File: src/rtl/demux1to2_buf.sv
// Buffered 1-to-2 demultiplexer.
// One valid/ready input stream is steered word by word to one of two output
// streams. Each output owns a small FIFO, so a stalled consumer only blocks
// words addressed to it. Each output also counts the words it has delivered.

// Per-output FIFO with a delivered-word counter.
module demux1to2_buf_fifo #(
  parameter int WIDTH = 8,
  parameter int DEPTH = 2,
  parameter int CW    = 8
) (
  input  logic             clk,
  input  logic             rst_n,
  input  logic             push,
  input  logic [WIDTH-1:0] wdata,
  input  logic             pop,
  output logic [WIDTH-1:0] rdata,
  output logic             valid,
  output logic             full,
  output logic [CW-1:0]    cnt
);

  localparam int AW = (DEPTH > 1) ? $clog2(DEPTH) : 1;
  localparam logic [AW:0]   FULL_OCC = (AW+1)'(DEPTH);
  localparam logic [AW:0]   ONE_OCC  = (AW+1)'(1);
  localparam logic [AW-1:0] ONE_PTR  = AW'(1);
  localparam logic [CW-1:0] ONE_CNT  = CW'(1);

  logic [WIDTH-1:0] mem_r [DEPTH];
  logic [AW-1:0]    wr_ptr_r;
  logic [AW-1:0]    rd_ptr_r;
  logic [AW:0]      occ_r;
  logic [AW:0]      occ_nxt_s;
  logic             valid_r;
  logic             full_r;
  logic [CW-1:0]    cnt_r;
  logic             do_push_s;
  logic             do_pop_s;

  // Qualify handshakes against local state and compute next occupancy.
  always_comb begin
    do_push_s = push & ~full_r;
    do_pop_s  = pop & valid_r;
    case ({do_push_s, do_pop_s})
      2'b10:   occ_nxt_s = occ_r + ONE_OCC;
      2'b01:   occ_nxt_s = occ_r - ONE_OCC;
      default: occ_nxt_s = occ_r;
    endcase
  end

  // Storage, pointers, occupancy, registered status flags and delivery count.
  always_ff @(posedge clk or negedge rst_n) begin
    if (!rst_n) begin
      for (int i = 0; i < DEPTH; i++) begin
        mem_r[i] <= '0;
      end
      wr_ptr_r <= '0;
      rd_ptr_r <= '0;
      occ_r    <= '0;
      valid_r  <= 1'b0;
      full_r   <= 1'b0;
      cnt_r    <= '0;
    end else begin
      if (do_push_s) begin
        mem_r[wr_ptr_r] <= wdata;
        wr_ptr_r        <= wr_ptr_r + ONE_PTR;
      end
      if (do_pop_s) begin
        rd_ptr_r <= rd_ptr_r + ONE_PTR;
        cnt_r    <= cnt_r + ONE_CNT;
      end
      occ_r   <= occ_nxt_s;
      valid_r <= (occ_nxt_s != '0);
      full_r  <= (occ_nxt_s == FULL_OCC);
    end
  end

  // Head of queue is read straight out of storage; stale when empty.
  assign rdata = mem_r[rd_ptr_r];
  assign valid = valid_r;
  assign full  = full_r;
  assign cnt   = cnt_r;

endmodule

// Top level: steering logic around two FIFOs.
module demux1to2_buf #(
  parameter int WIDTH = 8,
  parameter int DEPTH = 2,
  parameter int CW    = 8
) (
  input  logic             clk,
  input  logic             rst_n,
  input  logic [WIDTH-1:0] in_data,
  input  logic             in_sel,
  input  logic             in_valid,
  output logic             in_ready,
  output logic [WIDTH-1:0] out0_data,
  output logic             out0_valid,
  input  logic             out0_ready,
  output logic [WIDTH-1:0] out1_data,
  output logic             out1_valid,
  input  logic             out1_ready,
  output logic [CW-1:0]    cnt0,
  output logic [CW-1:0]    cnt1
);

  logic full0_s;
  logic full1_s;
  logic push0_s;
  logic push1_s;
  logic pop0_s;
  logic pop1_s;

  // Ready depends only on the selected FIFO's full flag, never on in_valid,
  // so a full FIFO refuses a push even while it is popping.
  always_comb begin
    if (in_sel) begin
      in_ready = ~full1_s;
    end else begin
      in_ready = ~full0_s;
    end
  end

  // Route the accepted word to exactly one FIFO; pops are per-output.
  always_comb begin
    push0_s = in_valid & in_ready & ~in_sel;
    push1_s = in_valid & in_ready & in_sel;
    pop0_s  = out0_valid & out0_ready;
    pop1_s  = out1_valid & out1_ready;
  end

  demux1to2_buf_fifo #(.WIDTH(WIDTH), .DEPTH(DEPTH), .CW(CW)) u_fifo0 (
    .clk   (clk),
    .rst_n (rst_n),
    .push  (push0_s),
    .wdata (in_data),
    .pop   (pop0_s),
    .rdata (out0_data),
    .valid (out0_valid),
    .full  (full0_s),
    .cnt   (cnt0)
  );

  demux1to2_buf_fifo #(.WIDTH(WIDTH), .DEPTH(DEPTH), .CW(CW)) u_fifo1 (
    .clk   (clk),
    .rst_n (rst_n),
    .push  (push1_s),
    .wdata (in_data),
    .pop   (pop1_s),
    .rdata (out1_data),
    .valid (out1_valid),
    .full  (full1_s),
    .cnt   (cnt1)
  );

endmodule

File: config.mk
export PLATFORM = sky130hd
export DESIGN_NAME = demux1to2_buf
export DESIGN_NICKNAME = d
export VERILOG_FILES = /design/src/rtl/demux1to2_buf.sv
export SDC_FILE = /design/constraint.sdc
export NUM_CORES = 1
export LEC_CHECK = 0
export ABC_AREA = 1
export CORE_ASPECT_RATIO = 0.75
export CORE_MARGIN = 3
export CORE_UTILIZATION = 46
export CTS_CLUSTER_DIAMETER = 50
export DETAILED_ROUTE_END_ITERATION = 6
export PLACE_DENSITY = 0.71
export SETUP_SLACK_MARGIN = 0.5
export SYNTH_ARGS = -nofsm -noshare
export SYNTH_HDL_FRONTEND = slang
export SYNTH_SLANG_ARGS = --single-unit
File: constraint.sdc
create_clock -name clk -period 3.45 [get_ports clk]
set_input_delay 0.69 -clock clk [delete_from_list [all_inputs] [get_ports clk]]
set_output_delay 0.69 -clock clk [all_outputs]
set_load 0.01 [all_outputs]
==> results of run 1 <==
==> logic make-up (layout without fill, tap and decap cells) <==
group / Yosys count / count (layout)
and+or+nand+nor: 154 / 154
DFF: 60 / 60
buffers and inverters: 41 / 97
AOI/OAI and AO/OA: 37 / 37
xor gates and xnor gates: 11 / 11
adders and majority gates: 4 / 4
==> worst min-delay path, delay by kind of cell (launching register included) <==
kind | cells | cell delay [ns]
DFF | 1 | 0.34
AOI/OAI and AO/OA | 1 | 0.05
and+or+nand+nor | 1 | 0.06
==> cells in the mapped netlist, drive strengths merged <==
cell    number
nand4        6
ha           4
inv         32
nand2      123
clkinv       2
xor2         5
nand3b       5
buf          5
dfrtp       60
o21ai       35
clkbuf       2
nor2        10
nand3        8
xnor2        6
or2          2
a21oi        2
==> area by class of cell <==
cell class | instances | area share
multi-input cells | 206 | 0.297
clock inverters | 2 | 0.00295
inverters | 34 | 0.0377
repair buffers | 49 | 0.143
well taps | 75 | 0.0277
clock buffers | 12 | 0.0487
flip-flops and latches | 60 | 0.443
==> through the flow <==
| step | instances | hold slack, ns | util | cell area (sq um) |
|---|---|---|---|---|
| after floorplan | 307 | 0.394 | - | 2690 |
| after global placement | 424 | 0.465 | 0.585 | 3210 |
| after detailed placement | 424 | 0.468 | 0.585 | 3210 |
| after CTS | 438 | 0.484 | 0.616 | 3390 |
| after global routing | 438 | 0.503 | 0.616 | 3390 |
| final | 438 | 0.481 | 0.616 | 3390 |
==> state kept, by name, indices dropped and copies added (netlist names) <==
register          count
u_fifo0.wr_ptr_r      1
u_fifo1.cnt           8
u_fifo1.valid         1
u_fifo1.mem_r        16
u_fifo0.mem_r        16
u_fifo0.valid         1
u_fifo0.rd_ptr_r      1
u_fifo0.occ_r         2
u_fifo0.cnt           8
u_fifo1.wr_ptr_r      1
u_fifo0.full          1
u_fifo1.full          1
u_fifo1.rd_ptr_r      1
u_fifo1.occ_r         2
==> final timing paths <==
path | startpoint | end | slack, ns | depth (start not counted)
max reg2reg | u_fifo1.valid | u_fifo1.full | 1.94 | 6
min | u_fifo0.mem_r[14] | u_fifo0.mem_r[14] | 0.48 | 2
min in group asynchronous | rst_n | u_fifo1.mem_r[14] | 0.50 | 2
max in group asynchronous | rst_n | u_fifo0.mem_r[4] | 2.45 | 2
min reg2reg | u_fifo0.mem_r[14] | u_fifo0.mem_r[14] | 0.48 | 2
max | in_sel | in_ready | 0.71 | 5
==> metal layers <==
| layer | part of all wire | vias to the layer above | global-route usage | wire length [um] |
|---|---|---|---|---|
| met2 | 0.48 | 46 | 0.291 | 2590 |
| met4 | 0.0047 | 0 | 0.0481 | 25 |
| li1 | - | 1066 | - | - |
| met5 | 0 | - | 0 | 0 |
| met3 | 0.047 | 2 | 0.0684 | 249 |
| met1 | 0.46 | 980 | 0.222 | 2480 |
==> power groups by stage <==
stage	logic, mW	registers (mW)	clock network, mW
2_1_floorplan	0.727	1.25	0
3_3_place_gp	1.25	1.28	0
3_5_place_dp	1.29	1.29	0
4_1_cts	1.29	1.28	0.571
5_1_grt	1.44	1.34	0.607
6_report	1.27	1.28	0.553
==> placed cells by master, fill, tap and decap left out, drive strengths merged <==
cell and count:
or2 2, nand3 8, ha 4, clkbuf 12
xor2 5, nand2 123, clkdlybuf4s50 47, nand3b 5
nor2 10, o21ai 35, buf 2, inv 32
a21oi 2, clkinv 4, xnor2 6, dfrtp 60
nand4 6
==> metrics.txt, run 1 <==
post-route clock period utilization=0.794; Yosys top cell by area=dfrtp_1; Leakage=between 1.5 and 2 nW; Fin Setup TNS=0 ns; post-DP HPWL=just under 4 mm; first-pass GRT wire length=~9 mm; footprint of the multi-input gates=0.00101 sq mm; number of top-level pins=between 40 and 50; largest net degree at the start of global routing=61; Synth Area in XOR/XNOR=0.0358; outcome=finished, final reports clean; Clock Path Buffers=2; worst setup margin=~0.7 ns; initial drt markers=120; post-synthesis register bit count=60; clock-pin slew on the worst setup and hold paths=roughly 0.060 ns; Total Die Area=0.00681 sq mm; H-tree Lvls=3; post-route ant nets=0; Avg Inst Size Synth=about 9 sq um; Post-route DRC=0; Compound-Gate Fraction of Synth Area=0.0800; switching fraction of total power=0.358; largest family of logic cells by synthesized area=simple AND/OR/NAND/NOR gates; Pwr Total=3.11 mW; combinational power share=0.410; Die Y=72.2 um; Register Area=about 0.0015 sq mm; pre-CTS setup slack=0.698 ns; max_cap viols=0; area fraction of the dominant cell type after synthesis=0.558; FP Rows=23; GRT overflow=0; Post-Synth Simple-Gate Area=0.240; core area=around 0.0055 sq mm; Internal=~2 mW; cell mode on critical path=clkdlybuf4s50_1; clk sink count=60; min-delay worst type=reg2reg; ant diodes=0; initial core utilization=0.489; Fill cells=approximately 500; hold buffer count at cts=0; Setup violations, final=0; Worst Skew=about 0.008 ns; top cells by area, synth=dfrtp_1, nand2_1, o21ai_0, inv_1, o21ai_2; vias in the first global route=2036; critical path's largest stage delay=0.49 ns; adder and majority cell fraction of the synthesized area=0.0186; Clock Power Share=0.178; CP bufs+invs=3; crit path time final=2.74 ns; register share of total power=0.412; Slew Viols, Final=0; Post-Syn Area=0.00269 sq mm; GPL Wtd Cong=between 0.7 and 0.8; die width=94.3 um; port buffer count=48; area delta synth->final=26.0%; vias per inst=roughly 4.8; Final nets=between 300 and 400; Setup CP Type=in2out; Avg WL per Cell=12.2 um; Num CTS Buffers=9; worst-path cell chain=clkdlybuf4s50_1 -> inv_1 -> nor2_4 -> or2_2 -> clkdlybuf4s50_1; Final Hold Fails=0; router iterations before antenna repair=4; Seq/Total Area, Yosys=0.558; fmax=0.365 GHz; mux contribution to synthesized area=0; GRT Total Usage=0.177; RSZ-0062 raised after global routing=false; pin slew with the least headroom to its limit=around 0.74 ns; net switching power=1.11 mW; cell family with most CP delay=buffers and inverters; post-CTS setup buffers=0; CP required=2.76 ns; share of cells above drive strength 1=0.0826; Post-Synthesis Cells=between 300 and 400; initial antenna violation count=0; post-synth net total=between 300 and 400; Peak VDD IR=about 0.45 mV; post-synth cell types=24; PwrDens=917 mW/mm^2; post-CTS sizing=0; via count=2094; Worst Path Max Fanout=4; final wirelength=5.35 mm; Setup crit end kind=output pin; CTS tree=built; Slew HR=0.504; Slowest cell on crit path=clkdlybuf4s50_1; clock latency at the later pin of the worst-skew pair=0.33 ns; root buffer cell=clkbuf_8; crit path launch type=input port; count of yosys warnings during synthesis=0; CP arrival=around 2.1 ns
No activity file was read; power rests on OpenSTA's default activity.
==> run 2, diff against run 1 <==
Clock period 3.45 ns to 2.6 ns, I/O delays scaled along.
==> metrics.txt, run 2 (synthesis gave the netlist of run 1 again) <==
GRT Total Usage=0.176; clk sink count=60; commonest non-fill, non-tap cells in the layout=nand2_1, dfrtp_1, inv_1; RSZ-0062 raised after global routing=true; crit path launch type=flop; first-pass GRT wire length=9.07 mm; clock-pin slew on the worst setup and hold paths=~0.060 ns; end of the critical path=out0_data[2]; Avg WL per Cell=12.2 um; Slew HR=0.494; met3 Usage GRT=0.0725; final wirelength=roughly 5.4 mm; area delta synth->final=28.9%; min-delay worst type=in2async; GPL Wtd Cong=a little over 0.7; vias in the first global route=~1900; PwrDens=roughly 1200 mW/mm^2; met1 usage=0.243; busiest layer in global routing=met2; Final Hold Fails=0; CTS tree=built; biggest regs=u_fifo0.mem_r (16), u_fifo1.mem_r (16); Min Hold Slack=0.257 ns; R2R Path Start=u_fifo0.valid; Final nets=383; Setup crit end kind=output pin; hold buffer count at cts=0; vias per inst=roughly 4.7; crit path time final=2.08 ns; port buffer count=between 40 and 50; Clock Path Buffers=2; GRT overflow=0; Worst R2R Path Depth=6; Worst Path Max Fanout=5; Die Y=around 72 um; Worst Skew=approximately 0.0056 ns; initial antenna violation count=0; critical path depth=4; number of top-level pins=just under 50; root buffer cell=clkbuf_8; RR Endpoint=u_fifo0.full; max_cap viols=0; flop-to-flop setup slack=around 1.1 ns; Num CTS Buffers=9; ant diodes=0; FP Rows=23; Total Die Area=just under 0.007 sq mm; Setup CP Type=reg2out; Peak VDD IR=approximately 0.60 mV; met2 Use GR=0.258; die width=about 94 um; post-route clock period utilization=0.798; Setup violations, final=0; Slew Viols, Final=0; worst-path cell chain=buf_4 -> nand2_1 -> nand2_1 -> clkdlybuf4s50_1; H-tree Lvls=3; outcome=finished, final reports clean; fmax=just under 0.5 GHz; core area=between 0.005 and 0.006 sq mm; Leakage=1.93 nW; CP arrival=around 1.6 ns; commonest non-fill, non-tap cell in the layout=nand2_1; Fill cells=468; initial drt markers=between 90 and 100; cell family with most CP delay=buffers and inverters; clock latency at the later pin of the worst-skew pair=0.33 ns; cell mode on critical path=nand2_1; post-DP HPWL=between 3 and 4 mm; post-route ant nets=0; critical path's largest stage delay=about 0.53 ns; Fin Setup TNS=0 ns; pin slew with the least headroom to its limit=0.760 ns; CP required=2.08 ns; initial core utilization=0.489; largest net degree at the start of global routing=35; share of cells above drive strength 1=0.103; Slowest cell on crit path=clkdlybuf4s50_1; Post-route DRC=0; via count=between 2000 and 2500; router iterations before antenna repair=4; CP bufs+invs=2; critical path startpoint=u_fifo0.rd_ptr_r
==> run 2: cell types whose count changed in the layout (fill, tap and decap cells not counted), moves of 2 or more <==
cell and delta:
clkinv_1 -2, dlymetal6s2s_1 +15, clkdlybuf4s50_1 -17, clkbuf_1 +2, buf_4 +4, dlygate4sd2_1 +2
==> run 2: area by class of cell <==
type                            count  area [sq um]  share of cell area
Sequential cell                    60          1500               0.433
Clock buffer                       13           159              0.0458
Inverter                           34           135              0.0390
Tap cell                           75          93.8              0.0271
Clock inverter                      2          10.0             0.00289
Timing Repair Buffer               54           559               0.161
Multi-Input combinational cell    206          1010               0.291
==> run 2: how the worst min path moves through the flow <==
stage                 startpoint                end  cells after the start
2_1_floorplan              rst_n     u_fifo0.cnt[0]                      0
3_3_place_gp    u_fifo0.mem_r[9]   u_fifo0.mem_r[9]                      2
3_5_place_dp   u_fifo0.mem_r[10]  u_fifo0.mem_r[10]                      2
4_1_cts                    rst_n   u_fifo0.mem_r[5]                      1
5_1_grt                    rst_n  u_fifo0.mem_r[11]                      1
6_report                   rst_n   u_fifo1.mem_r[7]                      1
==> run 2: per-layer routing <==
layer  part of all wire  vias up  wire length [um]
li1                   -     1076                 -
met3              0.049        4               266
met1               0.48      968              2610
met2               0.46       42              2490
met4              0.010        0                55
met5                  0        -                 0
==> run 2: what timing repair did <==
item                                    in CTS  in global routing
endpoints found under the setup margin      17                 16
gates resized for setup                      8                 18
buffers inserted                             3                  0
==> run 2: through the flow <==
step	instance area (sq um)	utilization	std cells	power (mW)	worst slack, ns
finish	3470	0.631	444	4.13	0.525
detailed placement	3230	0.587	426	3.43	0.205
floorplan	2690	-	307	2.62	1.14
CTS	3420	0.623	444	4.22	0.500
global placement	3230	0.587	426	3.37	0.235
global route	3470	0.631	444	4.48	0.457
==> run 2: power breakdown <==
| group | internal [mW] | switching [mW] |
|---|---|---|
| clock | 0.390 | 0.331 |
| combinational | 0.871 | 0.856 |
| sequential | 1.37 | 0.315 |
==> run 3, diff against run 2 <==
Settings changed: PLACE_DENSITY 0.71 to 0.74.
Clock period 2.6 ns to 1.7 ns, I/O delays scaled along.
==> metrics.txt, run 3 (synthesis gave the netlist of run 1 again) <==
Slew HR=0.780; biggest regs=u_fifo0.mem_r (16), u_fifo1.mem_r (16); Setup CP Type=reg2out; initial antenna violation count=0; CP required=1.36 ns; crit path launch type=flop; post-route ant nets=0; CP bufs+invs=3; critical path's largest stage delay=0.39 ns; clock latency at the later pin of the worst-skew pair=0.34 ns; Worst Path Max Fanout=7; GRT Total Usage=0.212; share of cells above drive strength 1=0.481; crit path time final=about 1.6 ns; core area=0.00550 sq mm; clk sink count=60; Worst Skew=between 0.005 and 0.006 ns; Final Hold Fails=0; worst-path cell chain=buf_6 -> buf_8 -> nand2_2 -> nand2_1 -> buf_2; outcome=finished, final reports clean; Slew Viols, Final=0; commonest non-fill, non-tap cells in the layout=nand2_1, dfrtp_1, nand2_2, buf_4, buf_2; Slowest cell on crit path=dfrtp_1; Cell Area, Placed=0.00340 sq mm; port buffer count=between 40 and 50; Post-route DRC=0; Setup crit end kind=output pin; Util after Layout=0.774; first-pass GRT wire length=~11 mm; largest net degree at the start of global routing=61; Fill cells=about 320; router iterations before antenna repair=4; Setup violations, final=0; FP Rows=23; ant diodes=0; via count=between 2000 and 2500; Final nets=431; post-route clock period utilization=0.935; cell family with most CP delay=buffers and inverters; vias per inst=between 5 and 6; Peak VDD IR=between 0.7 and 0.8 mV; H-tree Lvls=3; Clock Path Buffers=2; pin slew with the least headroom to its limit=~0.33 ns; Avg WL per Cell=about 15 um; final wirelength=roughly 7.6 mm; Fin Setup TNS=0 ns; RSZ-0062 raised after global routing=true; GRT overflow=0; Total Die Area=~0.0068 sq mm; area delta synth->final=58.1%; number of top-level pins=between 40 and 50; min-delay worst type=in2reg; GPL Wtd Cong=0.763; Final Cell Area=0.00425 sq mm; CP arrival=about 1.3 ns; post-DP HPWL=roughly 4.0 mm; PwrDens=between 1500 and 2000 mW/mm^2; Min Hold Slack=0.396 ns; R2R Path Start=u_fifo0.full; HP Start=out1_ready; vias in the first global route=approximately 2400; initial drt markers=124; root buffer cell=clkbuf_8; Pwr Total=between 7 and 8 mW; max_cap viols=0; Num CTS Buffers=9; Die Y=72.2 um; fmax=0.629 GHz; Register Area=0.00150 sq mm; CTS tree=built; die width=between 90 and 100 um; critical path startpoint=u_fifo1.rd_ptr_r; Leakage=roughly 2.2 nW; commonest non-fill, non-tap cell in the layout=nand2_1; footprint of the multi-input gates=approximately 0.0014 sq mm; initial core utilization=0.489; clock-pin slew on the worst setup and hold paths=~0.07 ns
==> run 3: cell types whose count changed in the layout (fill, tap and decap cells not counted), moves of 22 or more <==
cell	change
o21ai_0	-23
buf_4	+26
nand2_2	+29
buf_2	+29
nand2_1	-44
clkdlybuf4s50_1	-22
==> run 3: routing by layer <==
metal / up-vias / track usage / share of wire
met5: - / 0 / 0
met4: 0 / 0.0609 / 0.031
met3: 26 / 0.0570 / 0.046
met2: 77 / 0.351 / 0.51
met1: 1204 / 0.276 / 0.41
li1: 1182 / - / -
==> run 3: layout make-up <==
type	instances	share of cell area
sequential	60	0.353
multi-input combinational	206	0.331
timing repair buffer	101	0.218
clock buffer	11	0.0332
inverter	34	0.0330
tap	75	0.0221
clock inverter	5	0.00883
timing repair inverter	1	0.00147
==> run 3: where the power goes <==
part	leakage, nW	switching (mW)	internal, mW
combinational	1.36	2.02	1.99
sequential	0.740	0.583	2.09
clock	0.0855	0.593	0.570
total	2.19	3.20	4.65
==> run 3: final timing paths <==
| path | endpoint | slack (ns) | depth (start not counted) |
|---|---|---|---|
| max | out1_data[6] | 0.11 | 5 |
| min | u_fifo1.cnt[1] | 0.40 | 5 |
| max reg2reg | u_fifo0.full | 0.29 | 7 |
| min reg2reg | u_fifo1.mem_r[14] | 0.49 | 2 |
| max in group asynchronous | u_fifo0.mem_r[13] | 0.84 | 3 |
| min in group asynchronous | u_fifo1.mem_r[13] | 0.57 | 3 |
==> run 3: repair_timing <==
| item | 4_1_cts | 5_1_grt |
|---|---|---|
| cloned | 4 | 3 |
| hold endpoints to repair | 1 | 0 |
| setup buffers | 24 | 8 |
| hold buffers | 1 | 0 |
| resized for setup | 191 | 101 |
| pin swaps | 18 | 20 |
| endpoints found under the setup margin | 81 | 85 |
==> run 3: per-stage QoR <==
stage	worst slack (ns)	cells
floorplan	0.454	307
global placement	-0.296	437
detailed placement	-0.337	437
CTS	0.143	482
global route	0.0601	493
finish	0.111	493
==> run 3: tightest hold or removal path, cell delays in order <==
cell	delay, ns
dlymetal6s2s_1	0.10
nand2_2	0.09
inv_4	0.08
nand2_1	0.05
nand2_1	0.05
